$ cat src/rtl/conv_frame_host.sv
// Host-side sequencer for the 8x8/3x3 convolution engine: streams one frame from
// image RAM to the engine and captures the 6x6 result block into a readable buffer.
module conv_frame_host #(
   parameter int PIX_W   = 8,
   parameter int RES_W   = 16,
   parameter int N_IN    = 64,
   parameter int N_OUT   = 36,
   parameter int TIMEOUT = 4096
) (
   input  logic             clk,
   input  logic             rst,
   input  logic             start,
   output logic             busy,
   output logic             done,
   output logic             timeout,
   output logic [5:0]       img_addr,
   input  logic [PIX_W-1:0] img_rdata,
   output logic             in_st,
   output logic [PIX_W-1:0] din,
   input  logic             out_st,
   input  logic [RES_W-1:0] dout,
   input  logic [5:0]       res_addr,
   output logic [RES_W-1:0] res_rdata
);

   localparam int TO_W  = $clog2(TIMEOUT);
   localparam int CNT_W = (TO_W > 7) ? TO_W : 7;

   typedef enum logic [2:0] {
      ST_IDLE,
      ST_FETCH,
      ST_SEND,
      ST_WAIT,
      ST_CAPTURE
   } state_e;

   state_e             state_q, state_d;
   logic [CNT_W-1:0]   cnt_q, cnt_d;
   logic               busy_q, busy_d;
   logic               done_q, done_d;
   logic               timeout_q, timeout_d;
   logic               in_st_q, in_st_d;
   logic [PIX_W-1:0]   din_q, din_d;
   logic [5:0]         img_addr_q, img_addr_d;
   logic               mem_we;
   logic [5:0]         mem_waddr;
   logic [RES_W-1:0]   res_mem_q [N_OUT];

   // NOTE: every signal gets a default before the case so no path leaves one unassigned (no latches).
   always_comb begin
      state_d    = state_q;
      cnt_d      = cnt_q;
      busy_d     = busy_q;
      done_d     = done_q;
      timeout_d  = timeout_q;
      img_addr_d = img_addr_q;
      in_st_d    = 1'b0;
      din_d      = '0;
      mem_we     = 1'b0;
      mem_waddr  = cnt_q[5:0];

      case (state_q)
         ST_IDLE: begin
            if (start) begin
               done_d     = 1'b0;
               timeout_d  = 1'b0;
               busy_d     = 1'b1;
               img_addr_d = '0;
               cnt_d      = '0;
               state_d    = ST_FETCH;
            end
         end
         ST_FETCH: begin
            in_st_d    = 1'b1;
            img_addr_d = img_addr_q + 6'd1;
            cnt_d      = '0;
            state_d    = ST_SEND;
         end
         ST_SEND: begin
            // RAM data lags the address by one cycle, so cnt_q indexes the pixel now on img_rdata
            cnt_d = cnt_q + 1'b1;
            if (cnt_q < CNT_W'(N_IN)) din_d = img_rdata;
            if (img_addr_q != 6'(N_IN - 1)) img_addr_d = img_addr_q + 6'd1;
            if (cnt_q == CNT_W'(N_IN)) begin
               cnt_d   = '0;
               state_d = ST_WAIT;
            end
         end
         ST_WAIT: begin
            cnt_d = cnt_q + 1'b1;
            if (out_st) begin
               cnt_d   = '0;
               state_d = ST_CAPTURE;
            end else if (cnt_q == CNT_W'(TIMEOUT - 1)) begin
               timeout_d = 1'b1;
               busy_d    = 1'b0;
               cnt_d     = '0;
               state_d   = ST_IDLE;
            end
         end
         ST_CAPTURE: begin
            mem_we = 1'b1;
            cnt_d  = cnt_q + 1'b1;
            if (cnt_q == CNT_W'(N_OUT - 1)) begin
               done_d  = 1'b1;
               busy_d  = 1'b0;
               cnt_d   = '0;
               state_d = ST_IDLE;
            end
         end
         default: state_d = ST_IDLE;
      endcase
   end

   // NOTE: state flops use non-blocking assignments so every flop samples pre-edge values.
   always_ff @(posedge clk) begin
      if (rst) begin
         state_q    <= ST_IDLE;
         cnt_q      <= '0;
         busy_q     <= 1'b0;
         done_q     <= 1'b0;
         timeout_q  <= 1'b0;
         in_st_q    <= 1'b0;
         din_q      <= '0;
         img_addr_q <= '0;
      end else begin
         state_q    <= state_d;
         cnt_q      <= cnt_d;
         busy_q     <= busy_d;
         done_q     <= done_d;
         timeout_q  <= timeout_d;
         in_st_q    <= in_st_d;
         din_q      <= din_d;
         img_addr_q <= img_addr_d;
      end
   end

   // NOTE: the result buffer is deliberately left out of reset so it maps onto plain RAM/regfile.
   always_ff @(posedge clk) begin
      if (mem_we) res_mem_q[mem_waddr] <= dout;
   end

   always_comb begin
      res_rdata = '0;
      if (res_addr < 6'(N_OUT)) res_rdata = res_mem_q[res_addr];
   end

   assign busy     = busy_q;
   assign done     = done_q;
   assign timeout  = timeout_q;
   assign in_st    = in_st_q;
   assign din      = din_q;
   assign img_addr = img_addr_q;

endmodule

$ cat config.mk
export PLATFORM = sky130hd
export DESIGN_NAME = conv_frame_host
export DESIGN_NICKNAME = d
export VERILOG_FILES = /design/src/rtl/conv_frame_host.sv
export SDC_FILE = /design/constraint.sdc
export NUM_CORES = 1
export LEC_CHECK = 0
export CELL_PAD_IN_SITES_DETAIL_PLACEMENT = 0
export CELL_PAD_IN_SITES_GLOBAL_PLACEMENT = 2
export CORE_ASPECT_RATIO = 0.8
export CORE_MARGIN = 5
export CORE_UTILIZATION = 25
export CTS_CLUSTER_DIAMETER = 30
export DETAILED_ROUTE_END_ITERATION = 10
export PLACE_DENSITY_LB_ADDON = 0.1
export SLEW_MARGIN = 20
export SYNTH_ARGS = -nofsm -noshare
export SYNTH_HDL_FRONTEND = slang
export SYNTH_SLANG_ARGS = --single-unit
$ cat constraint.sdc
create_clock -name clk -period 4.22 [get_ports clk]
set_input_delay 0.422 -clock clk [delete_from_list [all_inputs] [get_ports clk]]
set_output_delay 0.422 -clock clk [all_outputs]
set_load 0.03 [all_outputs]
Yosys cells after proc, flatten, opt, wreduce, memory -nomap -nowiden:

Memory sizes are Yosys's and may differ from the RTL's.
Cells that the tools add are included.

* flip-flop bits (word level): 33
* bits in latches: 0
* RAM bits: 576
* bits in read-only memories: 0
* bits of input ports: 34
* output and inout bits: 34
* word-level logic and storage cells: 74
* memories: 1

Memory list
* res_mem_q: depth 36, bits a word 16, read ports 1, clocked after memory_dff 0, wr ports 1, RTL line 47 `logic [RES_W-1:0] res_mem_q [N_OUT];`

* $add $sub $neg: 2
* multiply operators: 0
* div/mod/pow operators: 0
* $lt $le $gt $ge: 2
* equality and inequality tests: 15
* shifts and indexed selects: 0
* multiplexer cells: 31
* bitwise gates (word level): 2
* reductions and logical operators: 13

Operator list (number)
* $mux W12: 5
* $pmux W12 S5: 1
* $pmux W6 S3: 1
* $mux W16: 1
* $mux W3: 5
* $pmux W3 S5: 1
* $add A12 B1 Y12 const B: 1
* $eq A12 B12 Y1 const B: 1
* $eq A12 B6 Y1 const B: 1
* $eq A12 B7 Y1 const B: 1
* $lt A12 B7 Y1 const B: 1
* $mux W1: 12
* $mux W6: 2
* $ne A2 B2 Y1 const B: 6
* $reduce_and A4 Y1: 2
* $add A6 B1 Y6 const B: 1
* $eq A3 B2 Y1 const B: 2
* $lt A6 B6 Y1 const B: 1
* $ne A6 B6 Y1 const B: 1
* $reduce_and A3 Y1: 2
* $reduce_bool A3 Y1: 2
* $reduce_and A5 Y1: 1
* $reduce_bool A5 Y1: 1
* $pmux W1 S2: 2
* 9 further kinds: 11

Logic depth before layout (Yosys ltp):

* depth after elaboration: 4
* gate-level depth with buffers: 9

Worst setup path before layout:

No wires, ideal clock.

* path type: in2out
* start: input port res_addr[2]
* end: output port res_rdata[2]
* arrival time: 2.528 ns
* required time: 3.798 ns
* setup slack: 1.270 ns
* cell stages on the path: 8
* cells stage by stage: buf_2 > buf_1 > nor3_1 > clkbuf_1 > nand2_1 > nand2_1 > o21ai_0 > nor3_1

* longest elaborated chain between the ends: 2
* elaborated cells between the ends (all ways): 3
* classes of those cells: 1 x order compare; 1 x mux; 1 x memory

Ends and longest elaborated chain
* start: declaration: RTL line 22 `input logic [5:0] res_addr,`
* $mem_v2 Z36 W16 / $lt A6 B6 Y1 (equally long branches)
* $mux W16 (*): RTL line 145 `if (res_addr < 6'(N_OUT)) res_rdata = res_mem_q[res_addr];`
* end: declaration: RTL line 23 `output logic [RES_W-1:0] res_rdata`

Mark *: on every way between the ends. The rest lies on a longest branch, timed or not.

Worst setup path after layout:

* start: input port res_addr[3]
* end: output port res_rdata[11]

Same word-level chain as after synthesis.

==> impl_metrics.yaml <==
detailed_routing:
  via_count: 12700
  wirelength_um: 71700
  wire_per_inst_um: 25.3
  drt_iter0_drc: 882
  drtPass1Iterations: 5
  vias_per_cell: 4.48
  drc: 0
  ant_nets: 0
global_route:
  grt_max_degree: 37
  grt_pass1_vias: 13400
  track_usage: 0.142
  antenna_found_initial: 5
  overflow: 0
  grt_pass1_wl_um: 102000
clocking:
  clock-sinks: 609
  cts_root_buf: "clkbuf_16"
  clk-insertion-delay-late_ns: 0.70
  holdBufCountCts: 0
  postCtsSetupBuffers: 0
  htreeDepth: 4
  clk_pin_slew_worst_paths_ns: 0.04
  cts_resized: 0
  numCtsBuffers: 141
  cts_buffer_depth: 3
  cts_tree: "done"
setup_path:
  cp_slowest_cell: "clkdlybuf4s50_1"
  rr_worst_depth: 5
  reg2reg_slack_ns: 1.22
  critPathArrivalTime_ns: 3.31
  slowest_delay_ns: 0.70
  critPathRequiredTime_ns: 3.80
  end_kind: "output port"
  crit_top_cell: "clkdlybuf4s50_1"
  path_max_fanout: 18
  path_class: "primary input to output port"
  critPathLaunchType: "primary input"
  crit_chain: "clkdlybuf4s50_1 > buf_12 > nand2b_1 > o22ai_1 > nor4_1 > or3_1 > clkdlybuf4s50_1"
power:
  switching_share: 0.220
  p_switching_uw: 4010
  power_frac_clock: 0.584
  ir_drop_v: 0.000333
  cellPowerDensity_mw_per_mm2: 579
  combPwrFrac: 0.049
  power.internal_uw: 14200
  pwr-share-seq: 0.367
  leakagePower_uw: 0.0104
floorplanning:
  dieArea_mm2: 0.101
  start_util: 0.251
  placementRows: 101
  dieWidth_um: 355
  die_h_um: 286
  fp.coreArea_mm2: 0.0947
  io_pins: 68
timing:
  max_freq_ghz: 0.268
  rsz0062_at_grt: "false"
  min_period_over_period: 0.884
  final-hold-violation-count: 0
  finClkSkew_ns: 0.0267
  setup_tns_ns: 0
  period_needed_ns: 3.73
  setup_violations: 0
  slew_viol_final: 0
  worst_slew_pin_slew_ns: 1.02
  max_slew_margin: 0.317
synthesis:
  syn_area_mm2: 0.0238
  syn_avg_cell_area_um2: 19.2
  synth_ff_type: "edfxtp_1"
  synth-simple-area-share: 0.0487
  synth_common_cells: "edfxtp_1, mux4_2, nor2_1"
  ys.warnings.count: 0
  synthAdderAreaFrac: 0.00158
  syn_nets: 1276
  synth-compound-area-share: 0.0298
  synth_top_area_frac: 0.727
  synth_top_family_by_area: "multiplexers"
  synthMuxAreaShare: 0.146
  async_flop_share: 0
  synth-edff-count: 576
  synth_cell_types: 55
  synth_area_leaders: "edfxtp_1, mux4_2, dfxtp_1"
  yosysMostFrequentCell: "edfxtp_1"
  yosysSeqAreaShare: 0.755
  synthCells: 1239
  ys_seq_elements: 609
  synth-xor-area-share: 0.00589
  synth_top_area_cell: "edfxtp_1"
cells_and_area:
  nets: 1519
  synthToLayoutAreaGrowth_pct: 32.3
  drive_above_1_share: 0.324
  num-fill-cells: 9055
  final_area_mm2: 0.0315
flow_run:
  maxCapViolations: 0
outcome:
  status: "completed"
placement:
  port_buffers: 67
  gp_congestion: 0.758
  dp_hpwl_um: 45400
  place_area_mm2: 0.0267
worst_hold_path:
  hold-path-cell-count: 2
  min_path_type: "primary input to flip-flop"
area by class of cell:
cell class	count	area, um^2	share of cell area
multi-input combinational	558	5600	0.178
antenna	4	10.0	0.000318
tap	1236	1550	0.0491
sequential	609	18000	0.571
timing repair buffer	164	1590	0.0506
clock buffer	161	3670	0.117
inverter	8	30.0	0.000954
clock inverter	97	1060	0.0338
path summary, 6_finish.rpt:
kind,from,end
worst min register to register,timeout$_SDFFE_PP0P_,timeout$_SDFFE_PP0P_
worst max-delay path,res_addr[3],res_rdata[11]
worst max register to register,state_q[2]$_SDFFE_PP0P_,res_mem_q[3][10]$_DFFE_PP_
worst min-delay path,img_rdata[1],din[1]$_SDFF_PP0_
cell families (layout without fill, tap and decap cells):
family / Yosys count / after routing
other cells: 0 / 4
fa+ha+maj: 3 / 3
flops: 609 / 609
simple gates: 239 / 239
mux: 202 / 202
compound gates: 98 / 98
xor+xnor: 16 / 16
buf+inv: 72 / 430
critical path, delay by kind of cell:
family,cells,cell delay [ns]
AOI/OAI and AO/OA,1,0.13
and+or+nand+nor,3,1.13
buffers and inverters,3,1.61
registers in the layout, indices dropped and copies added, names as in the netlist:
signal / cells
din: 8
busy: 1
timeout: 1
cnt_q: 12
res_mem_q: 576
done: 1
img_addr: 6
state_q: 3
in_st: 1
power groups by stage:
| stage | Sequential, uW | Combinational (uW) | Clock [uW] |
|---|---|---|---|
| finish | 6690 | 891 | 10700 |
| global route | 6680 | 965 | 11300 |
| CTS | 6690 | 919 | 10900 |
| detailed placement | 6790 | 917 | 0 |
| global placement | 6790 | 916 | 0 |
| floorplan | 6800 | 424 | 0 |
cells in the final DEF (no fill, tap or decap), types with 9 or more instances in the layout:
master,n
nor2_1,47
clkbuf_1,17
o22ai_1,13
a211oi_1,13
nor2_2,28
dfxtp_1,33
edfxtp_1,576
xnor2_1,9
clkinv_2,28
nand3_1,20
mux4_2,113
a21oi_1,11
buf_4,92
and2_1,20
a22o_1,10
nand2_1,57
o21ai_0,14
buf_12,20
clkinv_1,19
clkbuf_16,144
clkinvlp_4,14
nor3_1,18
a221oi_1,12
mux2i_1,63
clkdlybuf4s50_1,45
mux2_2,26
bufinv_16,16
stage by stage:
| step | setup slack, ns | power, uW | hold slack [ns] | util | instances |
|---|---|---|---|---|---|
| global route | 0.457 | 18900 | 0.263 | 0.332 | 2833 |
| detailed placement | 0.609 | 7710 | 0.489 | 0.282 | 2575 |
| finish | 0.491 | 18200 | 0.290 | 0.332 | 2837 |
| CTS | 0.613 | 18500 | 0.225 | 0.332 | 2833 |
| global placement | 0.627 | 7710 | 0.490 | 0.282 | 2575 |
| floorplan | 1.27 | 7230 | 0.492 | - | 1239 |
metal layers:
metal  vias up  part of all wire  track usage
met3       104             0.053       0.0367
met2       321              0.44        0.210
li1       5604                 -            -
met1      6668              0.49        0.205
met4         0             0.019       0.0447
met5         -                 0            0
Note: power is estimated with default switching activity, not from simulation.
